`src/rtl/display_mux_scheduler_if.sv`:
```
// Update channel for display_mux_scheduler: one hex nibble per digit,
// transferred with a valid/ready handshake.
interface display_mux_scheduler_if #(
    parameter int N_DIGITS = 2
);
    logic                  update_valid;
    logic                  update_ready;
    logic [4*N_DIGITS-1:0] update_data;

    modport master (
        output update_valid,
        output update_data,
        input  update_ready
    );

    modport slave (
        input  update_valid,
        input  update_data,
        output update_ready
    );
endinterface

```
`src/rtl/display_mux_scheduler.sv`:
```
// Multiplexes one active-low 7-segment bus across N_DIGITS common-anode digits,
// with blanking between digits and frame-aligned commit of new display values.
module display_mux_scheduler #(
    parameter int N_DIGITS     = 2,
    parameter int DWELL_CYCLES = 24000,
    parameter int BLANK_CYCLES = 480
) (
    input  logic                          clk,
    input  logic                          reset_n,
    display_mux_scheduler_if.slave        upd,
    input  logic [N_DIGITS-1:0]           digit_en,
    output logic [6:0]                    seg,
    output logic [N_DIGITS-1:0]           an,
    output logic                          frame_done
);

    localparam int MAXC = (DWELL_CYCLES > BLANK_CYCLES) ? DWELL_CYCLES : BLANK_CYCLES;
    localparam int CW   = (MAXC > 1) ? $clog2(MAXC) : 1;
    localparam int IW   = (N_DIGITS > 1) ? $clog2(N_DIGITS) : 1;

    localparam logic [IW-1:0] LAST_IDX      = IW'(N_DIGITS - 1);
    localparam logic [CW-1:0] BLANK_LAST    = CW'(BLANK_CYCLES - 1);
    localparam logic [CW-1:0] DWELL_LAST    = CW'(DWELL_CYCLES - 1);
    localparam logic [CW-1:0] DWELL_PRELAST = CW'(DWELL_CYCLES - 2);

    typedef enum logic {
        BLANK,
        DRIVE
    } state_t;

    state_t                state;
    logic [CW-1:0]         cnt;
    logic [IW-1:0]         idx;
    logic [4*N_DIGITS-1:0] shadow;
    logic [4*N_DIGITS-1:0] pending;
    logic                  pending_full;

    logic                  blank_last;
    logic                  drive_last;
    logic [IW-1:0]         idx_next;
    logic [3:0]            cur_nibble;

    function automatic logic [6:0] decode(input logic [3:0] v);
        logic [6:0] s;
        case (v)
            4'h0:    s = 7'b1000000;
            4'h1:    s = 7'b1111001;
            4'h2:    s = 7'b0100100;
            4'h3:    s = 7'b0110000;
            4'h4:    s = 7'b0011001;
            4'h5:    s = 7'b0010010;
            4'h6:    s = 7'b0000010;
            4'h7:    s = 7'b1111000;
            4'h8:    s = 7'b0000000;
            4'h9:    s = 7'b0010000;
            4'hA:    s = 7'b0001000;
            4'hB:    s = 7'b0000011;
            4'hC:    s = 7'b1000110;
            4'hD:    s = 7'b0100001;
            4'hE:    s = 7'b0000110;
            default: s = 7'b0001110;
        endcase
        return s;
    endfunction

    assign blank_last = (state == BLANK) && (cnt == BLANK_LAST);
    assign drive_last = (state == DRIVE) && (cnt == DWELL_LAST);
    assign idx_next   = (idx == LAST_IDX) ? '0 : idx + IW'(1);
    assign cur_nibble = shadow[{idx, 2'b00} +: 4];

    // Ready is simply "pending slot empty", which is itself a register.
    assign upd.update_ready = ~pending_full;

    always_ff @(posedge clk) begin
        if (!reset_n) begin
            state        <= BLANK;
            cnt          <= '0;
            idx          <= '0;
            seg          <= 7'h7F;
            an           <= '1;
            frame_done   <= 1'b0;
            shadow       <= '0;
            pending      <= '0;
            pending_full <= 1'b0;
        end else begin
            frame_done <= 1'b0;

            unique case (state)
                BLANK: begin
                    if (blank_last) begin
                        state <= DRIVE;
                        cnt   <= '0;
                        if (digit_en[idx]) begin
                            an  <= ~(N_DIGITS'(1) << idx);
                            seg <= decode(cur_nibble);
                        end else begin
                            an  <= '1;
                            seg <= 7'h7F;
                        end
                        frame_done <= (idx == LAST_IDX) && (DWELL_CYCLES == 1);
                    end else begin
                        cnt <= cnt + CW'(1);
                    end
                end
                DRIVE: begin
                    if (drive_last) begin
                        state <= BLANK;
                        cnt   <= '0;
                        idx   <= idx_next;
                        an    <= '1;
                        seg   <= 7'h7F;
                    end else begin
                        cnt <= cnt + CW'(1);
                        // Register the pulse so it lands on the slot's final cycle.
                        if ((DWELL_CYCLES >= 2) && (idx == LAST_IDX) && (cnt == DWELL_PRELAST)) begin
                            frame_done <= 1'b1;
                        end
                    end
                end
            endcase

            // Commit happens only at the frame boundary; a capture in that
            // same cycle is impossible because ready is low while pending is full.
            if (frame_done && pending_full) begin
                shadow       <= pending;
                pending_full <= 1'b0;
            end else if (upd.update_valid && !pending_full) begin
                pending      <= upd.update_data;
                pending_full <= 1'b1;
            end
        end
    end

endmodule
```
`src/flat_wrapper.sv`:
```
// flat-port wrapper written by rule: the top's interface ports become plain ports
module display_mux_scheduler_flat 
#(
    parameter int N_DIGITS     = 2,
    parameter int DWELL_CYCLES = 24000,
    parameter int BLANK_CYCLES = 480
)
  (clk, reset_n, digit_en, seg, an, frame_done, upd_update_valid, upd_update_data, upd_update_ready);
  display_mux_scheduler_if #(.N_DIGITS(N_DIGITS)) upd_i ();
  input  logic clk;
  input  logic reset_n;
  input  logic [N_DIGITS-1:0] digit_en;
  output logic [6:0] seg;
  output logic [N_DIGITS-1:0] an;
  output logic frame_done;
  input wire logic [$bits(upd_i.update_valid)-1:0] upd_update_valid;
  input wire logic [$bits(upd_i.update_data)-1:0] upd_update_data;
  output wire logic [$bits(upd_i.update_ready)-1:0] upd_update_ready;
  assign upd_i.update_valid = upd_update_valid;
  assign upd_i.update_data = upd_update_data;
  assign upd_update_ready = upd_i.update_ready;
  display_mux_scheduler #(.N_DIGITS(N_DIGITS), .DWELL_CYCLES(DWELL_CYCLES), .BLANK_CYCLES(BLANK_CYCLES)) u_core (.clk(clk), .reset_n(reset_n), .upd(upd_i), .digit_en(digit_en), .seg(seg), .an(an), .frame_done(frame_done));
endmodule
```
`config.mk`:
```
export PLATFORM = sky130hd
export DESIGN_NAME = display_mux_scheduler_flat
export DESIGN_NICKNAME = d
export VERILOG_FILES = /design/src/rtl/display_mux_scheduler_if.sv /design/src/rtl/display_mux_scheduler.sv /design/src/flat_wrapper.sv
export SDC_FILE = /design/constraint.sdc
export NUM_CORES = 1
export LEC_CHECK = 0
export CORE_ASPECT_RATIO = 2
export CORE_MARGIN = 2
export CORE_UTILIZATION = 40
export DETAILED_ROUTE_END_ITERATION = 16
export GPL_ROUTABILITY_DRIVEN = 0
export PLACE_DENSITY_LB_ADDON = 0.25
export REMOVE_ABC_BUFFERS = 1
export SYNTH_ARGS = -nofsm -noshare
export SYNTH_HDL_FRONTEND = slang
export SYNTH_SLANG_ARGS = --single-unit
```
`constraint.sdc`:
```
create_clock -name clk -period 4.1 [get_ports clk]
set_clock_uncertainty 0.1 [all_clocks]
set_input_delay 0.82 -clock clk [delete_from_list [all_inputs] [get_ports clk]]
set_output_delay 0.82 -clock clk [all_outputs]
set_load 0.01 [all_outputs]
```
Word-level counts from Yosys, hierarchy flattened
Memory sizes are Yosys's and may differ from the RTL's.
Index checks and enable logic that the tools add are counted.
- bits in read-only memories: 112
- register bits: 44
- word-level logic and storage cells: 55
- memories: 1
- order comparisons: 1
- add/sub/neg operators: 2
- bitwise operators: 5
- reduce and logical (&&, ||, !) cells: 10
- equal/unequal tests: 5
- muxes and demuxes: 20
- shift-type cells: 2
- memories (memory ; words ; width ; read ports ; clocked after Yosys merged registers in ; wr ports ; line ; text):
    (no name shown) ; 16 ; 7 ; 1 ; 0 ; 0 ; display_mux_scheduler.sv:45 ; case (v)
- operators by type and width (operator ; count):
    == test 15 bit, second input constant ; 2
    2-to-1 mux 15 bit ; 2
    case mux 15 bit (2 select lines) ; 1
    2-to-1 mux 7 bit ; 3
    adder 15 x 1 -> 15 bit, second input constant ; 1
    == test 15 x 9 -> 1 bit, second input constant ; 1
    case mux 7 bit (2 select lines) ; 1
    indexed part select 8 x 4 -> 4 bit ; 1
    2-to-1 mux 1 bit ; 7
    2-to-1 mux 2 bit ; 3
    AND reduction 2 bit ; 3
    logical AND 1 bit ; 5
    NOT 1 bit ; 4
    case mux 1 bit (2 select lines) ; 2
    case mux 2 bit (2 select lines) ; 1
    less-than comparator 1 x 2 -> 1 bit, second input constant ; 1
    != test 2 x 1 -> 1 bit, second input constant ; 1
    != test 2 bit, second input constant ; 1
    NOT 2 bit ; 1
    OR reduction 2 bit ; 1
    left shift 1 x 1 -> 2 bit, first input constant ; 1
    adder 1 bit, second input constant ; 1
    zero test 1 bit ; 1

Depth between registers and ports, before layout
- depth in word-level cells: 5
- depth in mapped cells: 9
- mapped depth without buffers: 7

Least setup slack after synthesis
OpenSTA, ideal clock, no wires.
- path kind: register to register
- from: reg u_core.idx
- to: reg u_core.seg[3]
- required time: 3.883 ns
- data arrival time: 2.436 ns
- clock period less this slack: 2.653 ns
- path slack: 1.447 ns
- buffers on the path: 2
- stages on the path, launching flop included: 10
- path through: dfxtp_1 > clkbuf_1 > clkbuf_1 > mux2_2 > inv_1 > ha_1 > inv_1 > mux4_2 > or2_2 > a22o_2
- word-level cells in the longest chain between the ends: 5
- elaborated cells on any way between the ends: 7
- classes of those cells: 1 x shift; 5 x mux; 1 x memory
- RTL lines (element ; line ; text):
    start: declaration ; display_mux_scheduler.sv:33 ; logic [IW-1:0] idx;
    start signal: assignment ; display_mux_scheduler.sv:109 ; idx <= idx_next;
    indexed part select 8 x 4 -> 4 bit or 2-to-1 mux 1 bit (tied branches) ; display_mux_scheduler.sv:69, display_mux_scheduler.sv:93 ;
    memory read (16 x 7 bit) or 2-to-1 mux 1 bit (tied branches) ; - ;
    2-to-1 mux 7 bit * ; display_mux_scheduler.sv:93 ; if (digit_en[idx]) begin
    2-to-1 mux 7 bit * ; display_mux_scheduler.sv:90 ; if (blank_last) begin
    case mux 7 bit (2 select lines) * ; display_mux_scheduler.sv:88 ; unique case (state)
    end signal: assignment ; display_mux_scheduler.sv:95 ; seg <= decode(cur_nibble);
    end: declaration ; display_mux_scheduler.sv:12 ; output logic [6:0] seg,
Every way passes the cells marked *; elsewhere a longest branch is shown, timed or not. The select of a mux whose other input is x is not followed.
A chain may end at the register's enable or synchronous reset.

Final worst setup path
Ends and elaborated chain as after synthesis.

==> metrics <==
status completed; Hold Buf Count CTS 0; crit path from u_core.idx; Via Count 1713; fin util between 40 and 50%; PwrDens between 300 and 400 mW/mm2; leakage 0.000946 uW; TritonCTS clock tree done; RSZ-0062 raised after global routing no; Post-synth EDFFs 0; # diodes 0; Final Max Slew Viols 0; Root Driver clkbuf_8; Post-synth top flop dfxtp_1; clk sink count 44; launching point of the worst reg2reg path u_core.idx; CTS H-Tree Depth 2; synthesized instance count around 250; number of vias per cell approximately 5.2; clk slew on worst S/H paths ~90 ps; drt total wl 4580 um; post-route setup slack ~1200 ps; sequential share of the synthesized area about two fifths; Net count, final 291; Post-CTS Setup Bufs 0; Max Root-Sink Buffers 2; reg2reg end u_core.seg[3]; I/O Buffers 23; drt pass-1 iters 4; fin crit share 69.5%; Tightest Pin Transition approximately 860 ps; critical path class flop to flop; Setup violations, final 0; die width around 56 um; CTS Buf Count 5; hold slack between 300 and 400 ps; Tot GR Track Use 16.2%; Max Freq roughly 0.35 GHz; crit-path max FO 15; IO Pins 24; worst-skew pair later-pin latency 310 ps; post-route insts no fill roughly 330; crit start category flop; Die H ~110 um; synthesized area per cell slightly below 9 um2; CP endpoint u_core.seg[3]; largest net degree at the start of global routing 23; slew margin rel. ~42%; layout cell share with drive strength beyond 1 8.12%; HP Class flop to flop; worst-case reg-to-reg path depth 6; Congestion Overflow GR 0; flops & latches, synth 44; vias in the first global route 1689; DRC 0; flop-to-flop setup slack between 1000 and 1500 ps; core area ~0.0051 mm2; WL/cell approximately 14 um; post-synthesis cell area roughly 0.0021 mm2; WP data arrival 2950 ps; final hold viol count 0; antenna violations before repair 0; commonest non-fill, non-tap cell in the layout dfxtp_1; Syn. warnings 0; DIE AREA about 0.006 mm2; first-pass GRT wire length 7560 um; Filler Cell Count roughly 500; drt initial violations 13; Req. time, crit path around 4200 ps; PostCTS Resize Cnt 0; Tmin final approximately 2900 ps; initial cell density of the core a little over two fifths; most frequent cells in the layout 44 x dfxtp_1, 36 x nor2_1, 33 x nand2_1; Post-DRT Antenna Nets 0; Worst setup EP type flop; setup TNS 0 ps; post-DP HPWL ~3500 um; Cell variety after synth 42; Layout area overhead 18.5%; Worst IR Drop VDD 0.265 mV; number of placed cells counting well taps 321; Max Cap Violations 0; Rows 37; pre-CTS setup slack 1160 ps; asr flop ratio synth 0%
-- cell families after synthesis --
kind of cell,Yosys count,share of synthesized area [%]
and+or+nand+nor,107,23.3
DFF,44,41.0
AOI/OAI and AO/OA,33,11.1
buffers and inverters,21,4.20
muxes,19,9.56
xor gates and xnor gates,15,6.12
adders and majority gates,8,4.66
-- how the worst min path moves through the flow --
stage | from | endpoint | slack [ps] | depth (start not counted)
after floorplan | u_core.pending[0] | u_core.shadow[0] | 330 | 2
after global placement | u_core.pending[1] | u_core.shadow[1] | 350 | 2
after detailed placement | u_core.pending[1] | u_core.shadow[1] | 350 | 2
after CTS | u_core.pending[1] | u_core.shadow[1] | 360 | 2
after global routing | u_core.pending[7] | u_core.shadow[7] | 380 | 2
final | u_core.shadow[0] | u_core.shadow[0] | 360 | 2
-- synth_stat cells (3+ instances only) --
cell type / number / area share (%)
inv_1: 11 / 1.9
nor4_1: 5 / 1.5
mux2i_1: 16 / 7.5
xnor2_1: 13 / 5.3
nand2_1: 33 / 5.8
a21oi_1: 11 / 2.6
dfxtp_1: 44 / 41
or2_2: 3 / 0.87
ha_1: 8 / 4.7
nor2_1: 36 / 6.3
clkbuf_1: 8 / 1.4
o21ai_0: 6 / 1.4
nor3_1: 5 / 1.2
and3_1: 5 / 1.5
nand3_1: 8 / 1.9
a22o_2: 3 / 1.4
-- sequential cells by signal, summed over array words and instances (netlist names), 2 cells and up --
name / cells
u_core.seg: 7
u_core.an: 2
u_core.shadow: 8
u_core.cnt: 15
u_core.pending: 8
-- cell type report --
| cell class | count | area [um2] | area share, % |
|---|---|---|---|
| Timing Repair Buffer | 26 | 253 | 9.94 |
| Multi-Input combinational cell | 182 | 1170 | 46.2 |
| Clock inverter | 2 | 38.8 | 1.52 |
| Tap cell | 58 | 72.6 | 2.85 |
| Sequential cell | 44 | 881 | 34.6 |
| Clock buffer | 6 | 82.6 | 3.25 |
| Inverter | 11 | 41.3 | 1.62 |
-- where the power goes --
part / internal (uW) / switching [uW]
Combinational: 23.5 / 19.7
Clock: 199 / 157
Sequential: 435 / 6.83
-- metal layers --
metal | up-vias | GRT usage, % | part of all wire (%)
met5 | - | 0 | 0
met4 | 0 | 8.19 | 2.1
met3 | 8 | 2.64 | 1.6
met2 | 19 | 33.2 | 60
met1 | 796 | 14.5 | 36
li1 | 890 | - | -
-- worst max-delay path, stage by stage, from the launching register on --
cell and delay, ps:
dfxtp_1 670, mux2i_1 600, inv_1 140, ha_1 280, mux4_2 460, or2_2 280, a22o_2 220
-- per-stage QoR --
stage	cell area [um2]	power (uW)
after floorplan	2100	473
after global placement	2420	495
after detailed placement	2420	496
after CTS	2540	853
after global routing	2540	873
final	2540	842
Power figures use the tool's default switching activity.
